File: src/rtl/mips_pkg.sv
// Shared MIPS core definitions: reset vector, NOP encoding, fetch FSM states
// and a saturating increment used by the performance counters.
package mips_pkg;

  localparam logic [31:0] RESET_PC_DEF  = 32'hBFC0_0000;
  localparam logic [31:0] NOP_INSTR_DEF = 32'h0000_0000;

  typedef enum logic {
    S_FETCH = 1'b0,
    S_HOLD  = 1'b1
  } fetch_state_e;

  function automatic logic [31:0] sat_inc(input logic [31:0] v);
    return (v == 32'hFFFF_FFFF) ? v : v + 32'd1;
  endfunction

endpackage

File: src/rtl/fetch_stage_if.sv
// Instruction-memory request/acknowledge bus between the fetch stage and imem.
interface fetch_stage_if;

  logic        req;
  logic [31:0] addr;
  logic        ack;
  logic [31:0] rdata;

  modport master (output req, output addr, input ack, input rdata);
  modport slave  (input req, input addr, output ack, output rdata);

endinterface

File: src/rtl/fetch_stage_flopenrc.sv
// Resettable, enabled, synchronously clearable register used for the IF/ID latch.
module flopenrc #(
  parameter int               WIDTH   = 65,
  parameter logic [WIDTH-1:0] RST_VAL = '0
) (
  input  logic             clk,
  input  logic             rst,
  input  logic             en_i,
  input  logic             clear_i,
  input  logic [WIDTH-1:0] d_i,
  output logic [WIDTH-1:0] q_o
);

  logic [WIDTH-1:0] data_q;

  // clear wins over enable so a flush lands even while the stage is stalled
  always_ff @(posedge clk or posedge rst) begin
    if (rst)          data_q <= RST_VAL;
    else if (clear_i) data_q <= RST_VAL;
    else if (en_i)    data_q <= d_i;
  end

  assign q_o = data_q;

endmodule

File: src/rtl/fetch_stage.sv
// IF stage + IF/ID register: PC, imem req/ack handshake, next-PC select.
// Optional FETCH_PERF_EN builds the fetch/wait performance counters.
//
// state   | meaning
// S_FETCH | request outstanding at pcF, waiting for or taking the ack
// S_HOLD  | word already received but stage stalled; word kept in buf
module fetch_stage
  import mips_pkg::*;
#(
  parameter logic [31:0] RESET_PC  = RESET_PC_DEF,
  parameter logic [31:0] NOP_INSTR = NOP_INSTR_DEF
) (
  input  logic                 clk,
  input  logic                 rst,
  input  logic                 stallF,
  input  logic                 stallD,
  input  logic                 flushD,
  input  logic                 pcsrcD,
  input  logic                 jumpD,
  input  logic [31:0]          pcbranchD,
  input  logic [31:0]          pcjumpD,
  fetch_stage_if.master        imem,
  output logic                 imem_stallF,
  output logic [31:0]          pcF,
  output logic [31:0]          instrD,
  output logic [31:0]          pcplus4D,
  output logic                 validD,
  output logic [31:0]          perf_fetch,
  output logic [31:0]          perf_wait
);

  fetch_state_e state_q, state_d;
  logic [31:0]  pc_q, pc_d;
  logic [31:0]  buf_q, buf_d;
  logic [31:0]  instr_f, pc_plus4, pc_next;
  logic         done, advance;
  logic [64:0]  ifid_d, ifid_q;

  assign done     = ((state_q == S_FETCH) & imem.ack) | (state_q == S_HOLD);
  assign advance  = done & ~stallF;
  assign instr_f  = (state_q == S_HOLD) ? buf_q : imem.rdata;
  assign pc_plus4 = pc_q + 32'd4;
  assign pc_next  = jumpD ? pcjumpD : (pcsrcD ? pcbranchD : pc_plus4);

  assign imem.req    = (state_q == S_FETCH);
  assign imem.addr   = pc_q;
  assign imem_stallF = (state_q == S_FETCH) & ~imem.ack;
  assign pcF         = pc_q;

  always_ff @(posedge clk or posedge rst) begin
    if (rst) begin
      state_q <= S_FETCH;
      pc_q    <= RESET_PC;
      buf_q   <= '0;
    end else begin
      state_q <= state_d;
      pc_q    <= pc_d;
      buf_q   <= buf_d;
    end
  end

  // Once the word is in hand, a stall parks it in buf instead of re-requesting
  always_comb begin
    state_d = state_q;
    pc_d    = pc_q;
    buf_d   = buf_q;
    if (advance) begin
      state_d = S_FETCH;
      pc_d    = pc_next;
    end else if (done && (state_q == S_FETCH)) begin
      state_d = S_HOLD;
      buf_d   = imem.rdata;
    end
  end

  assign ifid_d = {advance, pc_plus4, advance ? instr_f : NOP_INSTR};

  flopenrc #(
    .WIDTH   (65),
    .RST_VAL ({1'b0, 32'h0000_0000, NOP_INSTR})
  ) u_ifid (
    .clk     (clk),
    .rst     (rst),
    .en_i    (~stallD),
    .clear_i (flushD),
    .d_i     (ifid_d),
    .q_o     (ifid_q)
  );

  assign validD   = ifid_q[64];
  assign pcplus4D = ifid_q[63:32];
  assign instrD   = ifid_q[31:0];

`ifdef FETCH_PERF_EN
  logic [31:0] perf_fetch_q, perf_wait_q;

  always_ff @(posedge clk or posedge rst) begin
    if (rst) begin
      perf_fetch_q <= '0;
      perf_wait_q  <= '0;
    end else begin
      if (advance)     perf_fetch_q <= sat_inc(perf_fetch_q);
      if (imem_stallF) perf_wait_q  <= sat_inc(perf_wait_q);
    end
  end

  assign perf_fetch = perf_fetch_q;
  assign perf_wait  = perf_wait_q;
`else
  assign perf_fetch = '0;
  assign perf_wait  = '0;
`endif

endmodule

File: src/flat_wrapper.sv
// flat-port wrapper written by rule: the top's interface ports become plain ports
module fetch_stage_flat import mips_pkg::*;
#(
  parameter logic [31:0] RESET_PC  = RESET_PC_DEF,
  parameter logic [31:0] NOP_INSTR = NOP_INSTR_DEF
)
  (clk, rst, stallF, stallD, flushD, pcsrcD, jumpD, pcbranchD, pcjumpD, imem_stallF, pcF, instrD, pcplus4D, validD, perf_fetch, perf_wait, imem_req, imem_addr, imem_ack, imem_rdata);
  fetch_stage_if imem_i ();
  input  logic clk;
  input  logic rst;
  input  logic stallF;
  input  logic stallD;
  input  logic flushD;
  input  logic pcsrcD;
  input  logic jumpD;
  input  logic [31:0] pcbranchD;
  input  logic [31:0] pcjumpD;
  output logic imem_stallF;
  output logic [31:0] pcF;
  output logic [31:0] instrD;
  output logic [31:0] pcplus4D;
  output logic validD;
  output logic [31:0] perf_fetch;
  output logic [31:0] perf_wait;
  output wire logic [$bits(imem_i.req)-1:0] imem_req;
  output wire logic [$bits(imem_i.addr)-1:0] imem_addr;
  input wire logic [$bits(imem_i.ack)-1:0] imem_ack;
  input wire logic [$bits(imem_i.rdata)-1:0] imem_rdata;
  assign imem_req = imem_i.req;
  assign imem_addr = imem_i.addr;
  assign imem_i.ack = imem_ack;
  assign imem_i.rdata = imem_rdata;
  fetch_stage #(.RESET_PC(RESET_PC), .NOP_INSTR(NOP_INSTR)) u_core (.clk(clk), .rst(rst), .stallF(stallF), .stallD(stallD), .flushD(flushD), .pcsrcD(pcsrcD), .jumpD(jumpD), .pcbranchD(pcbranchD), .pcjumpD(pcjumpD), .imem(imem_i), .imem_stallF(imem_stallF), .pcF(pcF), .instrD(instrD), .pcplus4D(pcplus4D), .validD(validD), .perf_fetch(perf_fetch), .perf_wait(perf_wait));
endmodule
File: config.mk
export PLATFORM = sky130hd
export DESIGN_NAME = fetch_stage_flat
export DESIGN_NICKNAME = d
export VERILOG_FILES = /design/src/rtl/mips_pkg.sv /design/src/rtl/fetch_stage_if.sv /design/src/rtl/fetch_stage_flopenrc.sv /design/src/rtl/fetch_stage.sv /design/src/flat_wrapper.sv
export SDC_FILE = /design/constraint.sdc
export NUM_CORES = 1
export LEC_CHECK = 0
export CAP_MARGIN = 20
export CORE_ASPECT_RATIO = 0.75
export CORE_UTILIZATION = 45
export CTS_CLUSTER_DIAMETER = 50
export DETAILED_ROUTE_END_ITERATION = 7
export GPL_TIMING_DRIVEN = 0
export HOLD_SLACK_MARGIN = 0.08
export PLACE_DENSITY = 0.82
export SYNTH_ARGS = -nofsm -noshare
export SYNTH_HDL_FRONTEND = slang
export SYNTH_SLANG_ARGS = --single-unit
File: constraint.sdc
create_clock -name clk -period 6.1 [get_ports clk]
set_input_delay 1.22 -clock clk [delete_from_list [all_inputs] [get_ports clk]]
set_output_delay 1.22 -clock clk [all_outputs]
set_load 0.02 [all_outputs]
==> load_flow_metrics.sql, run 1 <==
INSERT INTO impl_metrics (metric_group, metric, value, unit) VALUES
('route', 'drc', '15', ''),
('min_path', 'whs_path_depth', '2', ''),
('placed_design', 'placement.setup.worst_slack', '2390', 'ps'),
('yosys', 'synth_seq_cells', '130', ''),
('yosys', 'synthFlopType', 'sky130_fd_sc_hd__dfrtp_1', ''),
('critical_path', 'critical_path_class', 'in2out', ''),
('global_route', 'grt_max_degree', '83', ''),
('clock_tree', 'cts.sinks', '130', ''),
('clock_tree', 'clk_path_buf_depth', '2', ''),
('route', 'routed_wire_length_per_instance', '18.6', 'µm'),
('floorplanning', 'starting_density_of_the_core', '46.8', '%'),
('route', 'via_count', '7336', ''),
('layout', 'multi_input_area', '3580', 'µm²'),
('sta', 'min_period_over_period', '61.4', '%'),
('sta', 'timing.final.max_slew_violations', '0', ''),
('sta', 'worst_slack', '2350', 'ps'),
('outcome', 'failed_checks', 'DRC', ''),
('floorplanning', 'core.rowCount', '40', ''),
('clock_tree', 'post_cts_hold_buffer_count', '0', ''),
('clock_tree', 'clock_root_buffer', 'sky130_fd_sc_hd__clkbuf_16', ''),
('layout', 'n_fill_cell', '1345', ''),
('global_route', 'met3_usage', '7.73', '%'),
('placed_design', 'routabilityCongestion', '0.939', ''),
('job', 'cap_viol_max_count', '0', ''),
('yosys', 'number_of_synthesized_flops_with_an_enable_pin', '0', ''),
('layout', 'flow.area_growth_from_synthesis', '45.1', '%'),
('yosys', 'ys.warnings.count', '0', ''),
('yosys', 'synth_area_per_cell', '9.42', 'µm²'),
('floorplanning', 'die_width', '152', 'µm'),
('sta', 'fmaxAchievable', '267', 'MHz'),
('sta', 'final_period_minus_worst_setup_slack', '3750', 'ps'),
('critical_path', 'r2r_setup_slack', '3180', 'ps'),
('critical_path', 'critical_path_required', '4880', 'ps'),
('layout', 'fin_nets', '1230', ''),
('route', 'viasPerCell', '5.45', ''),
('critical_path', 'cp-end-kind', 'output port', ''),
('route', 'drt-pass1-iter-count', '8', ''),
('global_route', 'busiest_layer', 'met2', ''),
('yosys', 'register_area_share_after_synthesis', '42.7', '%'),
('power_and_ir_drop', 'p_clk_share', '33.9', '%'),
('layout', 'num_antenna_cells', '0', ''),
('route', 'final_antenna_net_count', '0', ''),
('power_and_ir_drop', 'power.ir.vdd_worst', '0.189', 'mV'),
('clock_tree', 'cts_setup_buffers', '0', ''),
('outcome', 'status', 'finished, violations left', ''),
('sta', 'slew_headroom', '31.3', '%'),
('power_and_ir_drop', 'p_sw', '1.01', 'mW'),
('clock_tree', 'cts-htree-levels', '4', ''),
('layout', 'postLayoutCoreUtil', '68.0', '%'),
('power_and_ir_drop', 'switching_share', '32.1', '%'),
('layout', 'drive_gt1_share', '17.3', '%'),
('layout', 'sequential_cell_area', '3260', 'µm²'),
('clock_tree', 'cts_resized', '0', ''),
('placed_design', 'port_buffers', '231', ''),
('global_route', 'grt_usage', '28.5', '%'),
('clock_tree', 'cts_made_buffers', '17', ''),
('power_and_ir_drop', 'share_seq_of_total_power', '35.0', '%'),
('sta', 'finalHoldViolCount', '0', ''),
('sta', 'setup-violations-final', '0', ''),
('floorplanning', 'dieHeight', '115', 'µm'),
('power_and_ir_drop', 'power_density', '283', 'nW/µm²'),
('floorplanning', 'standard_cell_core_area', '16300', 'µm²'),
('yosys', 'post_synthesis_cells', '811', ''),
('route', 'dr.first_iter.drc_count', '641', ''),
('placed_design', 'post-dp-hpwl', '18500', 'µm'),
('yosys', 'yosys.area.top_type', 'sky130_fd_sc_hd__dfrtp_1', ''),
('global_route', 'initial_antenna_violation_count', '0', ''),
('power_and_ir_drop', 'power_frac_comb', '31.1', '%'),
('yosys', 'synth_top_cells_by_area', 'sky130_fd_sc_hd__dfrtp_1, sky130_fd_sc_hd__buf_4, sky130_fd_sc_hd__mux2i_1', ''),
('critical_path', 'worst_ep_arrival_time', '2530', 'ps'),
('sta', 'tightestPinTransition', '1020', 'ps');
[registers in the layout, indices dropped and copies added (netlist names)]
| name | count |
|---|---|
| u_core.u_ifid.q_o | 65 |
| u_core.buf_q | 32 |
| u_core.state_q | 1 |
| u_core.imem.addr | 32 |
[cells by family (layout without fill, tap and decap cells)]
kind of cell | Yosys count | in the layout | share of synthesized area, %
buffers and inverters | 172 | 435 | 13.6
AND/OR/NAND/NOR | 238 | 238 | 16.0
XOR/XNOR | 13 | 13 | 1.49
adder cells (fa/ha/maj) | 1 | 1 | 0.164
flip-flops | 130 | 130 | 42.7
other | 1 | 64 | 0.0491
AO/OA/AOI/OAI | 185 | 185 | 16.2
multiplexers | 71 | 71 | 9.82
[power groups by stage]
stage	clock, mW	sequential [mW]	combinational, mW
2_1_floorplan	0	1.17	0.488
3_3_place_gp	0	1.11	0.950
3_5_place_dp	0	1.11	0.967
4_1_cts	1.07	1.10	0.971
5_1_grt	1.11	1.11	1.04
6_report	1.07	1.10	0.977
[Yosys cell counts, types with 9 or more instances]
cell / n
sky130_fd_sc_hd__or3_1: 14
sky130_fd_sc_hd__buf_2: 10
sky130_fd_sc_hd__dfstp_2: 9
sky130_fd_sc_hd__nor3_1: 23
sky130_fd_sc_hd__a211oi_1: 13
sky130_fd_sc_hd__nand2_1: 81
sky130_fd_sc_hd__mux2i_1: 39
sky130_fd_sc_hd__o21ai_0: 70
sky130_fd_sc_hd__dfrtp_1: 121
sky130_fd_sc_hd__buf_4: 98
sky130_fd_sc_hd__mux2_2: 32
sky130_fd_sc_hd__nand3_1: 16
sky130_fd_sc_hd__clkbuf_1: 39
sky130_fd_sc_hd__a22oi_1: 11
sky130_fd_sc_hd__nor2_1: 49
sky130_fd_sc_hd__and4_1: 10
sky130_fd_sc_hd__a21oi_1: 16
sky130_fd_sc_hd__xnor2_1: 11
sky130_fd_sc_hd__o211ai_1: 9
sky130_fd_sc_hd__a311oi_1: 12
sky130_fd_sc_hd__inv_1: 11
[critical path, stage by stage]
cell and delay, ps:
sky130_fd_sc_hd__clkdlybuf4s50_1 440, sky130_fd_sc_hd__nor2_1 220, sky130_fd_sc_hd__clkdlybuf4s50_1 650
[cell usage in the layout, fill, tap and decap left out, drive strengths merged, types with 3 or more instances in the layout]
cell           synthesis  routed
a22oi                 11      11
or3                   14      14
nand2                 81      81
nand4                  8       8
a31oi                  8       8
a311oi                12      12
a2111oi                3       3
o2bb2ai                8       8
buf                  117     118
a22o                   6       6
a222oi                 4       4
inv                   11      11
clkdlybuf4s50          0     231
nor2b                  6       6
and3                   5       5
nand3                 17      17
bufinv                 0       3
o21ai                 70      70
dfstp                  9       9
clkinv                 1       6
o31ai                  7       7
mux2                  32      32
nor4                   7       7
o211ai                 9       9
a211oi                13      13
conb                   1      64
a311o                  5       5
or4                   11      11
dfrtp                121     121
mux2i                 39      39
xnor2                 11      11
and4                  10      10
a21oi                 16      16
nor3                  23      23
clkbuf                43      65
nor2                  49      49
[final timing paths]
kind / start / endpoint
min reg2reg: u_core.u_ifid.q_o[0] / u_core.u_ifid.q_o[0]
min: u_core.u_ifid.q_o[0] / u_core.u_ifid.q_o[0]
min in group asynchronous: rst / u_core.u_ifid.q_o[25]
max: imem_ack / imem_stallF
max reg2reg: u_core.imem.addr[2] / u_core.u_ifid.q_o[54]
max in group asynchronous: rst / u_core.imem.addr[23]
[cell type report]
cell class | instances | area share [%]
Timing Repair Buffer | 232 | 21.1
Buffer | 160 | 8.96
Sequential cell | 130 | 29.4
Inverter | 12 | 0.451
Multi-Input combinational cell | 572 | 32.3
Clock inverter | 9 | 1.17
Tap cell | 210 | 2.37
Clock buffer | 22 | 4.28
[stage by stage]
step | instance area [µm²] | hold WS (ps) | setup TNS, ps | total power, mW | cells
floorplan | 7880 | 479 | 0 | 1.65 | 874
global placement | 10500 | 462 | -71690 | 2.06 | 1315
detailed placement | 10500 | 469 | 0 | 2.08 | 1316
CTS | 11100 | 481 | 0 | 3.14 | 1347
global route | 11100 | 507 | 0 | 3.26 | 1347
finish | 11100 | 477 | 0 | 3.14 | 1347
[layer usage]
metal / vias to the layer above / part of all wire [%]
li1: 3387 / -
met1: 3512 / 45
met2: 396 / 44
met3: 41 / 9.1
met4: 0 / 2.2
met5: - / 0
(Power assumes the default switching activity.)
==> run 2: changes to the inputs <==
==> constraint.sdc (replaced) <==
create_clock -name clk -period 3.5 [get_ports clk]
set_input_delay 0.7 -clock clk [delete_from_list [all_inputs] [get_ports clk]]
set_output_delay 0.7 -clock clk [all_outputs]
set_load 0.02 [all_outputs]
==> load_flow_metrics.sql, run 2 (synthesis gave the netlist of run 1 again) <==
INSERT INTO impl_metrics (metric_group, metric, value, unit) VALUES
('min_path', 'hold_start', 'u_core.u_ifid.q_o[3]', ''),
('clock_tree', 'cts.sinks', '130', ''),
('power_and_ir_drop', 'cellLeakagePower', '4.73', 'nW'),
('layout', 'fin_nets', '1232', ''),
('outcome', 'failed_checks', 'DRC', ''),
('power_and_ir_drop', 'internal_power', '3.77', 'mW'),
('layout', 'largest_register_ffs', '65', ''),
('sta', 'skew', '16.7', 'ps'),
('placed_design', 'dpl.cell_count', '1318', ''),
('sta', 'tightestPinTransition', '1020', 'ps'),
('sta', 'timing.final.max_slew_violations', '0', ''),
('clock_tree', 'clkLatencyLatePin', '420', 'ps'),
('layout', 'fin_area', '11200', 'µm²'),
('placed_design', 'dpl_cell_area', '10500', 'µm²'),
('layout', 'layout.cells.most_common', 'sky130_fd_sc_hd__clkdlybuf4s50_1', ''),
('floorplanning', 'io_pins', '299', ''),
('critical_path', 'critical_path_required', '3790', 'ps'),
('layout', 'post_layout_nonfiller_instances', '1350', ''),
('floorplanning', 'floorplan.die_area', '17500', 'µm²'),
('layout', 'postLayoutCoreUtil', '68.4', '%'),
('floorplanning', 'dieHeight', '115', 'µm'),
('min_path', 'hold_path.class', 'reg2reg', ''),
('route', 'dr.first_iter.drc_count', '853', ''),
('clock_tree', 'cts_resized', '0', ''),
('sta', 'min_period_over_period', '84.6', '%'),
('route', 'final_antenna_net_count', '0', ''),
('route', 'drc', '13', ''),
('clock_tree', 'cts_tree', 'yes', ''),
('power_and_ir_drop', 'power_density', '499', 'nW/µm²'),
('power_and_ir_drop', 'fin_total_pwr', '5.57', 'mW'),
('sta', 'summed_negative_setup_slack_over_all_endpoints', '0', 'ps'),
('route', 'postRouteWirelength', '24700', 'µm'),
('layout', 'layout_common_cells', 'sky130_fd_sc_hd__clkdlybuf4s50_1, sky130_fd_sc_hd__dfrtp_1, sky130_fd_sc_hd__buf_4', ''),
('layout', 'n_fill_cell', '1304', ''),
('clock_tree', 'cts-htree-levels', '4', ''),
('floorplanning', 'die_width', '152', 'µm'),
('sta', 'slew_headroom', '31.7', '%'),
('layout', 'flow.area_growth_from_synthesis', '46.0', '%'),
('route', 'drt-pass1-iter-count', '8', ''),
('route', 'via_count', '7339', ''),
('critical_path', 'r2r_setup_slack', '540', 'ps'),
('critical_path', 'cp-end-kind', 'flop', ''),
('critical_path', 'timing.critical_path.from', 'u_core.imem.addr[2]', ''),
('route', 'routed_wire_length_per_instance', '18.3', 'µm'),
('placed_design', 'port_buffers', '231', ''),
('global_route', 'initial_antenna_violation_count', '0', ''),
('floorplanning', 'standard_cell_core_area', '16300', 'µm²'),
('clock_tree', 'path_clk_slew', '60', 'ps'),
('clock_tree', 'clock_root_buffer', 'sky130_fd_sc_hd__clkbuf_16', ''),
('global_route', 'via_count_of_the_first_global_routing_pass', '6974', ''),
('layout', 'num_antenna_cells', '0', ''),
('critical_path', 'setup.worst_path.start_class', 'flop', ''),
('placed_design', 'routabilityCongestion', '0.949', ''),
('floorplanning', 'starting_density_of_the_core', '46.8', '%'),
('power_and_ir_drop', 'share_seq_of_total_power', '34.4', '%'),
('critical_path', 'r2r-start', 'u_core.imem.addr[2]', ''),
('power_and_ir_drop', 'power_frac_comb', '30.6', '%'),
('global_route', 'grt_usage', '28.3', '%'),
('clock_tree', 'post_cts_hold_buffer_count', '0', ''),
('power_and_ir_drop', 'p_clk_share', '34.9', '%'),
('critical_path', 'critical_path_class', 'reg2reg', ''),
('job', 'cap_viol_max_count', '0', ''),
('sta', 'fmaxAchievable', '338', 'MHz'),
('sta', 'unrepaired_setup_endpoints_after_global_routing', 'false', ''),
('route', 'viasPerCell', '5.44', ''),
('clock_tree', 'cts_setup_buffers', '0', ''),
('clock_tree', 'clk_path_buf_depth', '2', ''),
('critical_path', 'worst_ep_arrival_time', '3250', 'ps'),
('power_and_ir_drop', 'p_sw', '1.79', 'mW'),
('sta', 'final_period_minus_worst_setup_slack', '2960', 'ps'),
('power_and_ir_drop', 'power.ir.vdd_worst', '0.365', 'mV'),
('layout', 'drive_gt1_share', '17.7', '%'),
('critical_path', 'worst-path-max-fanout', '10', ''),
('global_route', 'gr-total-overflow', '0', ''),
('power_and_ir_drop', 'switching_share', '32.2', '%'),
('placed_design', 'post-dp-hpwl', '18500', 'µm'),
('clock_tree', 'cts_made_buffers', '17', ''),
('sta', 'finalHoldViolCount', '0', ''),
('floorplanning', 'core.rowCount', '40', ''),
('global_route', 'grt_max_degree', '39', ''),
('global_route', 'first_pass_grt_wire_length', '38400', 'µm'),
('outcome', 'status', 'finished, violations left', ''),
('sta', 'setup-violations-final', '0', '');
==> run 2: changes by cell type in the layout (fill, tap and decap cells not counted) <==
cell / delta
sky130_fd_sc_hd__inv_6: +1
sky130_fd_sc_hd__inv_8: +1
sky130_fd_sc_hd__buf_12: +3
sky130_fd_sc_hd__clkinvlp_4: +3
sky130_fd_sc_hd__buf_16: -1
sky130_fd_sc_hd__clkinv_4: +1
sky130_fd_sc_hd__clkbuf_8: -2
sky130_fd_sc_hd__clkinv_2: -2
sky130_fd_sc_hd__bufinv_16: +1
sky130_fd_sc_hd__clkbuf_1: -2
==> run 2: power by group through the flow <==
stage | logic, mW | registers, mW | clock network, mW
after floorplan | 0.851 | 2.03 | 0
after global placement | 1.66 | 1.92 | 0
after detailed placement | 1.69 | 1.94 | 0
after CTS | 1.70 | 1.91 | 1.96
after global routing | 1.82 | 1.94 | 2.04
final | 1.71 | 1.92 | 1.94
==> run 2: worst paths after layout <==
check	end	cells past startpoint
worst max-delay path	u_core.u_ifid.q_o[54]	6
worst min-delay path	u_core.u_ifid.q_o[3]	2
max in group asynchronous	u_core.u_ifid.q_o[31]	4
worst max register to register	u_core.u_ifid.q_o[54]	6
worst min register to register	u_core.u_ifid.q_o[3]	2
min in group asynchronous	u_core.u_ifid.q_o[52]	2
==> run 2: worst max-delay path, stage by stage, from the launching register on <==
cell	delay [ps]
sky130_fd_sc_hd__dfrtp_1	550
sky130_fd_sc_hd__ha_1	340
sky130_fd_sc_hd__nand3_4	180
sky130_fd_sc_hd__nor4_1	910
sky130_fd_sc_hd__buf_2	400
sky130_fd_sc_hd__a31oi_1	140
sky130_fd_sc_hd__a221oi_1	320
==> run 2: area by class of cell <==
type                    count  area, µm²  area share, %
flip-flops and latches    130       3260           29.2
inverters                  12       48.8          0.437
repair buffers            234       2370           21.3
clock buffers              18        439           3.93
plain buffers             160        993           8.90
multi-input cells         572       3580           32.1
well taps                 210        263           2.35
clock inverters            14        203           1.82
==> run 2: per-layer routing <==
metal  wire (µm)  track usage (%)  up-vias
met1       10700             39.9     3476
met3        2390             7.24       57
met2       10900             42.5      408
met4         635             9.76        0
met5           0                0        -
li1            -                -     3398
==> run 2: metrics by stage <==
| stage | worst slack [ps] | hold WS, ps |
|---|---|---|
| after floorplan | 1050 | 479 |
| after global placement | -54.8 | 460 |
| after CTS | 633 | 482 |
| after global routing | 455 | 499 |
| final | 538 | 477 |
| after detailed placement | 326 | 470 |
